==> config.mk <==
export PLATFORM = sky130hd
export DESIGN_NAME = padded_msg_reader_flat
export DESIGN_NICKNAME = d
export VERILOG_FILES = /design/src/rtl/sha_pkg.sv /design/src/rtl/padded_msg_reader_if.sv /design/src/rtl/padded_msg_reader_pad_checker.sv /design/src/rtl/padded_msg_reader.sv /design/src/flat_wrapper.sv
export SDC_FILE = /design/constraint.sdc
export NUM_CORES = 2
export LEC_CHECK = 0
export ABC_AREA = 1
export ABC_CLOCK_PERIOD_IN_PS = 38100
export CORE_AREA = 2 2 420 422
export CTS_BUF_LIST = sky130_fd_sc_hd__clkbuf_8 sky130_fd_sc_hd__clkbuf_16
export CTS_CLUSTER_SIZE = 28
export DETAILED_ROUTE_END_ITERATION = 8
export DIE_AREA = 0 0 422 424
export MAX_ROUTING_LAYER = met4
export REMOVE_ABC_BUFFERS = 1
export SLEW_MARGIN = 10
export SYNTH_ARGS = -nofsm -noshare
export SYNTH_HDL_FRONTEND = slang
export SYNTH_SLANG_ARGS = --single-unit
==> constraint.sdc <==
create_clock -name clk -period 38.1 [get_ports clk]
set_input_delay 7.62 -clock clk [delete_from_list [all_inputs] [get_ports clk]]
set_output_delay 7.62 -clock clk [all_outputs]
set_load 0.02 [all_outputs]
==> src/rtl/sha_pkg.sv <==
// Shared constants and reader state encoding for the SHA-256 padded-message path.
package sha_pkg;

  localparam int MSG_W       = 1024;
  localparam int WORD_W      = 32;
  localparam int BLOCK_WORDS = 16;
  localparam int MSG_WORDS   = MSG_W / WORD_W;
  localparam int SEP_BIT     = 383;
  localparam int LEN_LSB     = 0;
  localparam int LEN_MSB     = 63;
  localparam logic [63:0] EXP_LEN = 64'd640;

  typedef enum logic [1:0] {
    IDLE,
    CHECK,
    STREAM
  } rd_state_t;

endpackage

==> src/rtl/padded_msg_reader_if.sv <==
// Word stream from the padded-message reader to the SHA-256 core.
interface padded_msg_reader_if;
  import sha_pkg::*;

  logic              out_valid;
  logic              out_ready;
  logic [WORD_W-1:0] out_data;
  logic [3:0]        out_word_idx;
  logic              out_block_idx;
  logic              out_block_first;
  logic              out_block_last;
  logic              out_last;

  modport master (
    output out_valid, out_data, out_word_idx, out_block_idx,
           out_block_first, out_block_last, out_last,
    input  out_ready
  );

  modport slave (
    input  out_valid, out_data, out_word_idx, out_block_idx,
           out_block_first, out_block_last, out_last,
    output out_ready
  );
endinterface

==> src/rtl/padded_msg_reader_pad_checker.sv <==
// Combinational well-formedness check of a padded 80-byte header message.
module pad_checker
  import sha_pkg::*;
(
  input  logic [MSG_W-1:0] msg,
  output logic             pad_ok
);

  assign pad_ok = msg[SEP_BIT]
               && (msg[SEP_BIT-1:LEN_MSB+1] == '0)
               && (msg[LEN_MSB:LEN_LSB] == EXP_LEN);

endmodule

==> src/rtl/padded_msg_reader.sv <==
// Captures a padded message, validates its padding, and streams it MSB-first
// as 32-bit words with block-boundary markers.
//   state  | meaning
//   IDLE   | waiting for load
//   CHECK  | one cycle: padding check on the captured message
//   STREAM | presenting words, advancing on each handshake
module padded_msg_reader
  import sha_pkg::*;
(
  input  logic                clk,
  input  logic                rst,
  input  logic                load,
  input  logic [MSG_W-1:0]    msg_in,
  input  logic                flush,
  output logic                busy,
  output logic                done,
  output logic                pad_err,
  padded_msg_reader_if.master out
);

  rd_state_t        state, state_nxt;
  logic [MSG_W-1:0] sh_reg;
  logic [4:0]       cnt;
  logic             pad_ok;
  logic             xfer;
  logic             last_word;
  logic             stream_on;

  pad_checker u_pad_checker (
    .msg    (sh_reg),
    .pad_ok (pad_ok)
  );

  assign xfer      = (state == STREAM) && out.out_ready;
  assign last_word = (cnt == 5'(MSG_WORDS - 1));

  always_ff @(posedge clk or posedge rst) begin
    if (rst) state <= IDLE;
    else     state <= state_nxt;
  end

  always_comb begin
    state_nxt = state;
    busy      = 1'b0;
    pad_err   = 1'b0;
    stream_on = 1'b0;
    case (state)
      IDLE: begin
        if (load) state_nxt = CHECK;
      end
      CHECK: begin
        busy = 1'b1;
        if (pad_ok) begin
          state_nxt = STREAM;
        end else begin
          state_nxt = IDLE;
          pad_err   = !flush;
        end
      end
      STREAM: begin
        busy      = 1'b1;
        stream_on = 1'b1;
        if (xfer && last_word) state_nxt = IDLE;
      end
      default: state_nxt = IDLE;
    endcase
    if (flush) state_nxt = IDLE;
  end

  // Shifting moves the next word into the top slice, so out_data is a fixed tap.
  always_ff @(posedge clk or posedge rst) begin
    if (rst) begin
      sh_reg <= '0;
      cnt    <= '0;
      done   <= 1'b0;
    end else begin
      done <= xfer && last_word && !flush;
      if (state == IDLE && load && !flush) begin
        sh_reg <= msg_in;
        cnt    <= '0;
      end else if (xfer && !flush) begin
        sh_reg <= sh_reg << WORD_W;
        cnt    <= cnt + 5'd1;
      end
    end
  end

  assign out.out_valid       = stream_on;
  assign out.out_data        = stream_on ? sh_reg[MSG_W-1 -: WORD_W] : '0;
  assign out.out_word_idx    = stream_on ? cnt[3:0] : 4'd0;
  assign out.out_block_idx   = stream_on && cnt[4];
  assign out.out_block_first = stream_on && (cnt[3:0] == 4'd0);
  assign out.out_block_last  = stream_on && (cnt[3:0] == 4'(BLOCK_WORDS - 1));
  assign out.out_last        = stream_on && last_word;

endmodule

==> src/flat_wrapper.sv <==
// flat-port wrapper written by rule: the top's interface ports become plain ports
module padded_msg_reader_flat import sha_pkg::*;
  (clk, rst, load, msg_in, flush, busy, done, pad_err, out_out_valid, out_out_data, out_out_word_idx, out_out_block_idx, out_out_block_first, out_out_block_last, out_out_last, out_out_ready);
  padded_msg_reader_if out_i ();
  input  logic clk;
  input  logic rst;
  input  logic load;
  input  logic [MSG_W-1:0] msg_in;
  input  logic flush;
  output logic busy;
  output logic done;
  output logic pad_err;
  output wire logic [$bits(out_i.out_valid)-1:0] out_out_valid;
  output wire logic [$bits(out_i.out_data)-1:0] out_out_data;
  output wire logic [$bits(out_i.out_word_idx)-1:0] out_out_word_idx;
  output wire logic [$bits(out_i.out_block_idx)-1:0] out_out_block_idx;
  output wire logic [$bits(out_i.out_block_first)-1:0] out_out_block_first;
  output wire logic [$bits(out_i.out_block_last)-1:0] out_out_block_last;
  output wire logic [$bits(out_i.out_last)-1:0] out_out_last;
  input wire logic [$bits(out_i.out_ready)-1:0] out_out_ready;
  assign out_out_valid = out_i.out_valid;
  assign out_out_data = out_i.out_data;
  assign out_out_word_idx = out_i.out_word_idx;
  assign out_out_block_idx = out_i.out_block_idx;
  assign out_out_block_first = out_i.out_block_first;
  assign out_out_block_last = out_i.out_block_last;
  assign out_out_last = out_i.out_last;
  assign out_i.out_ready = out_out_ready;
  padded_msg_reader u_core (.clk(clk), .rst(rst), .load(load), .msg_in(msg_in), .flush(flush), .busy(busy), .done(done), .pad_err(pad_err), .out(out_i));
endmodule
==> impl_metrics.ini <==
[global_routing]
grt_usage_pct = 21.04
grt_pass1_vias = 43174
grt_pass1_wl_mm = 277.9
antenna_found_initial = 134
gr-total-overflow = 0
grt_max_degree = 255

[timing]
setup_viol = 0
fin_crit_sh_pct = 44.05
holdWs_ns = 0.5118
hold_viol_final = 0
period_minus_slack_ns = 16.78
finalSetupTns_ns = 0
grt_setup_unrepaired = no
max_slew_margin_pct = 15.89
worst_pin_slew_ns = 1.262
fmax_mhz = 59.59
timing.final.max_slew_violations = 0
clock_skew_ns = 0.03452

[placement]
gp_congestion = 0.9048
postPlaceCellArea_mm2 = 0.06082
dp_hpwl_mm = 133.5
io_buffer_count = 1072

[synth]
synthFlopType = dfrtp_1
ys_seq_area_share_pct = 53.13
synth_common_cells = 1541 x o21ai_0, 1409 x o21ai_1, 1046 x inv_1, 1032 x dfrtp_1, 289 x clkbuf_1
synth_edf_count = 0
synth_area_leaders = dfrtp_1 53%, o21ai_0 16%, o21ai_1 15%
yosys.area.top_type = dfrtp_1
avgSynthCellArea_um2 = 8.108
syn_inst = 5995
synth_area_mm2 = 0.04861
synth_cell_types = 20
netlist.area_leader.share_pct = 53.13
ys_warn_count = 0
yosysMostFrequentCell = o21ai_0
ys_async_sr_fraction_pct = 100.0
synth.ff_latch_count = 1032

[drt]
vias = 44752
routed_wirelength_mm = 190.6
drt_first_pass_iters = 6
drcViolationCount = 0
drt_iter0_markers = 4318
final_antenna_net_count = 0
vias_per_cell = 4.797
wire_per_inst_um = 20.42

[setup_path]
setup.worst_path.class = input pin to output pin
crit_chain = clkdlybuf4s50_1, inv_1, nand2_1, inv_1, nand2_1, inv_1, clkdlybuf4s50_1
endpoint_kind = output pin
path_delay_family = buffers and inverters
crit_top_cell = inv_1
crit_path_start_kind = input pin
crit_slowest_cell = clkdlybuf4s50_1
critical_path_arrival_ns = 9.16
path_max_fanout = 3
cp.buffers_inverters = 5
critPathMaxStageDelay_ns = 0.61
crit_required_ns = 30.48

[cts]
clkTransAtPathRegs_ns = 0.06
h-tree-depth = 3
cts_tree = done
cts_root_buf = clkbuf_16
cts_sinks = 1032
cts_buffers = 118
cts_resized = 0
holdBufCountCts = 0
cts_max_path_buffers = 3
post-cts-setup-buffers = 0
clkLatencyLatePin_ns = 0.77

[floorplanning]
chipWidth_um = 422
die_y_um = 424
initial_core_util_pct = 27.78
fp-row-count = 154
io_pins = 1073
dieArea_mm2 = 0.1789
core_mm2 = 0.1750

[worst_hold_path]
min_path_type = flop to flop

[layout]
stdcell_area_mm2 = 0.06515
fill_cells = 17993
nets = 7813
drive_gt1_share_pct = 3.509
largest_reg_flops = 1024
areaGrowthSynthToFinish_pct = 34.03

[pwr]
power_mw = 3.051
p_per_area_mw_per_mm2 = 46.83
ir_worst_vdd_v = 0.00003539
power.leakage_nw = 28.75

[status]
status = complete, no violations

[flow_run]
cap_violations = 0
area by class of cell:
class                           instances  area (um^2)  area share (%)
Sequential cell                      1032        25820           39.64
Multi-Input combinational cell       3459        16960           26.04
Timing Repair Buffer                 1119        11160           17.13
Inverter                             1048         3951           6.065
Clock buffer                          142         3317           5.091
Tap cell                             2340         2928           4.494
Clock inverter                         69        704.4           1.081
Antenna cell                          121        302.8          0.4648
per-stage QoR:
stage	utilization, %	instances	setup WS, ns
4_1_cts	37.06	9209	21.32
6_report	37.24	9330	21.32
3_3_place_gp	34.77	8998	21.22
3_5_place_dp	34.77	8998	21.32
5_1_grt	37.23	9324	21.25
2_1_floorplan	-	5539	-39.07
tightest hold or removal path: stages, from the launching register on:
cell     delay (ns)
dfrtp_1        0.34
nand3_1        0.07
o21ai_0        0.07
cells in the final DEF, fill, tap and decap left out, types with 21 or more instances in the layout:
cell type / count
nand2_1: 145
inv_1: 1069
clkbuf_16: 121
buf_4: 41
nor2_1: 221
dfrtp_1: 1032
clkbuf_8: 21
a21oi_1: 34
diode_2: 121
o21ai_0: 1541
nand3_1: 81
clkdlybuf4s50_1: 1072
o21ai_1: 1409
logic make-up (layout without fill, tap and decap cells):
family | Yosys count | count (layout) | synth area share, %
AO/OA/AOI/OAI | 2985 | 2985 | 30.74
adder cells (fa/ha/maj) | 6 | 6 | 0.1544
buffers and inverters | 1504 | 2378 | 12.05
flip-flops | 1032 | 1032 | 53.13
other | 0 | 121 | 0
AND/OR/NAND/NOR | 468 | 468 | 3.928
per-layer routing:
| layer | part of all wire [%] | wire (um) | track usage (%) | up-vias |
|---|---|---|---|---|
| li1 | - | - | - | 21611 |
| met1 | 39 | 74900 | 23.96 | 21447 |
| met2 | 50 | 95990 | 34.96 | 1403 |
| met3 | 6.6 | 12600 | 5.057 | 291 |
| met4 | 3.7 | 7068 | 9.708 | 0 |
| met5 | 0 | 0 | - | - |
path summary, 6_finish.rpt:
check | cells past startpoint | startpoint | slack, ns | to
max in group asynchronous | 6 | rst | 26.79 | u_core.sh_reg[570]
worst max register to register | 11 | u_core.state[0] | 32.66 | u_core.sh_reg[606]
worst min register to register | 2 | u_core.sh_reg[996] | 0.51 | u_core.sh_reg[996]
worst min-delay path | 2 | u_core.sh_reg[996] | 0.51 | u_core.sh_reg[996]
worst max-delay path | 7 | flush | 21.32 | pad_err
min in group asynchronous | 2 | rst | 7.43 | u_core.sh_reg[720]
where the power goes:
part | internal [mW] | switching, mW
logic | 0.210 | 0.293
clock network | 0.702 | 0.493
registers | 1.29 | 0.0658
Note: power is estimated with default switching activity, not from simulation.
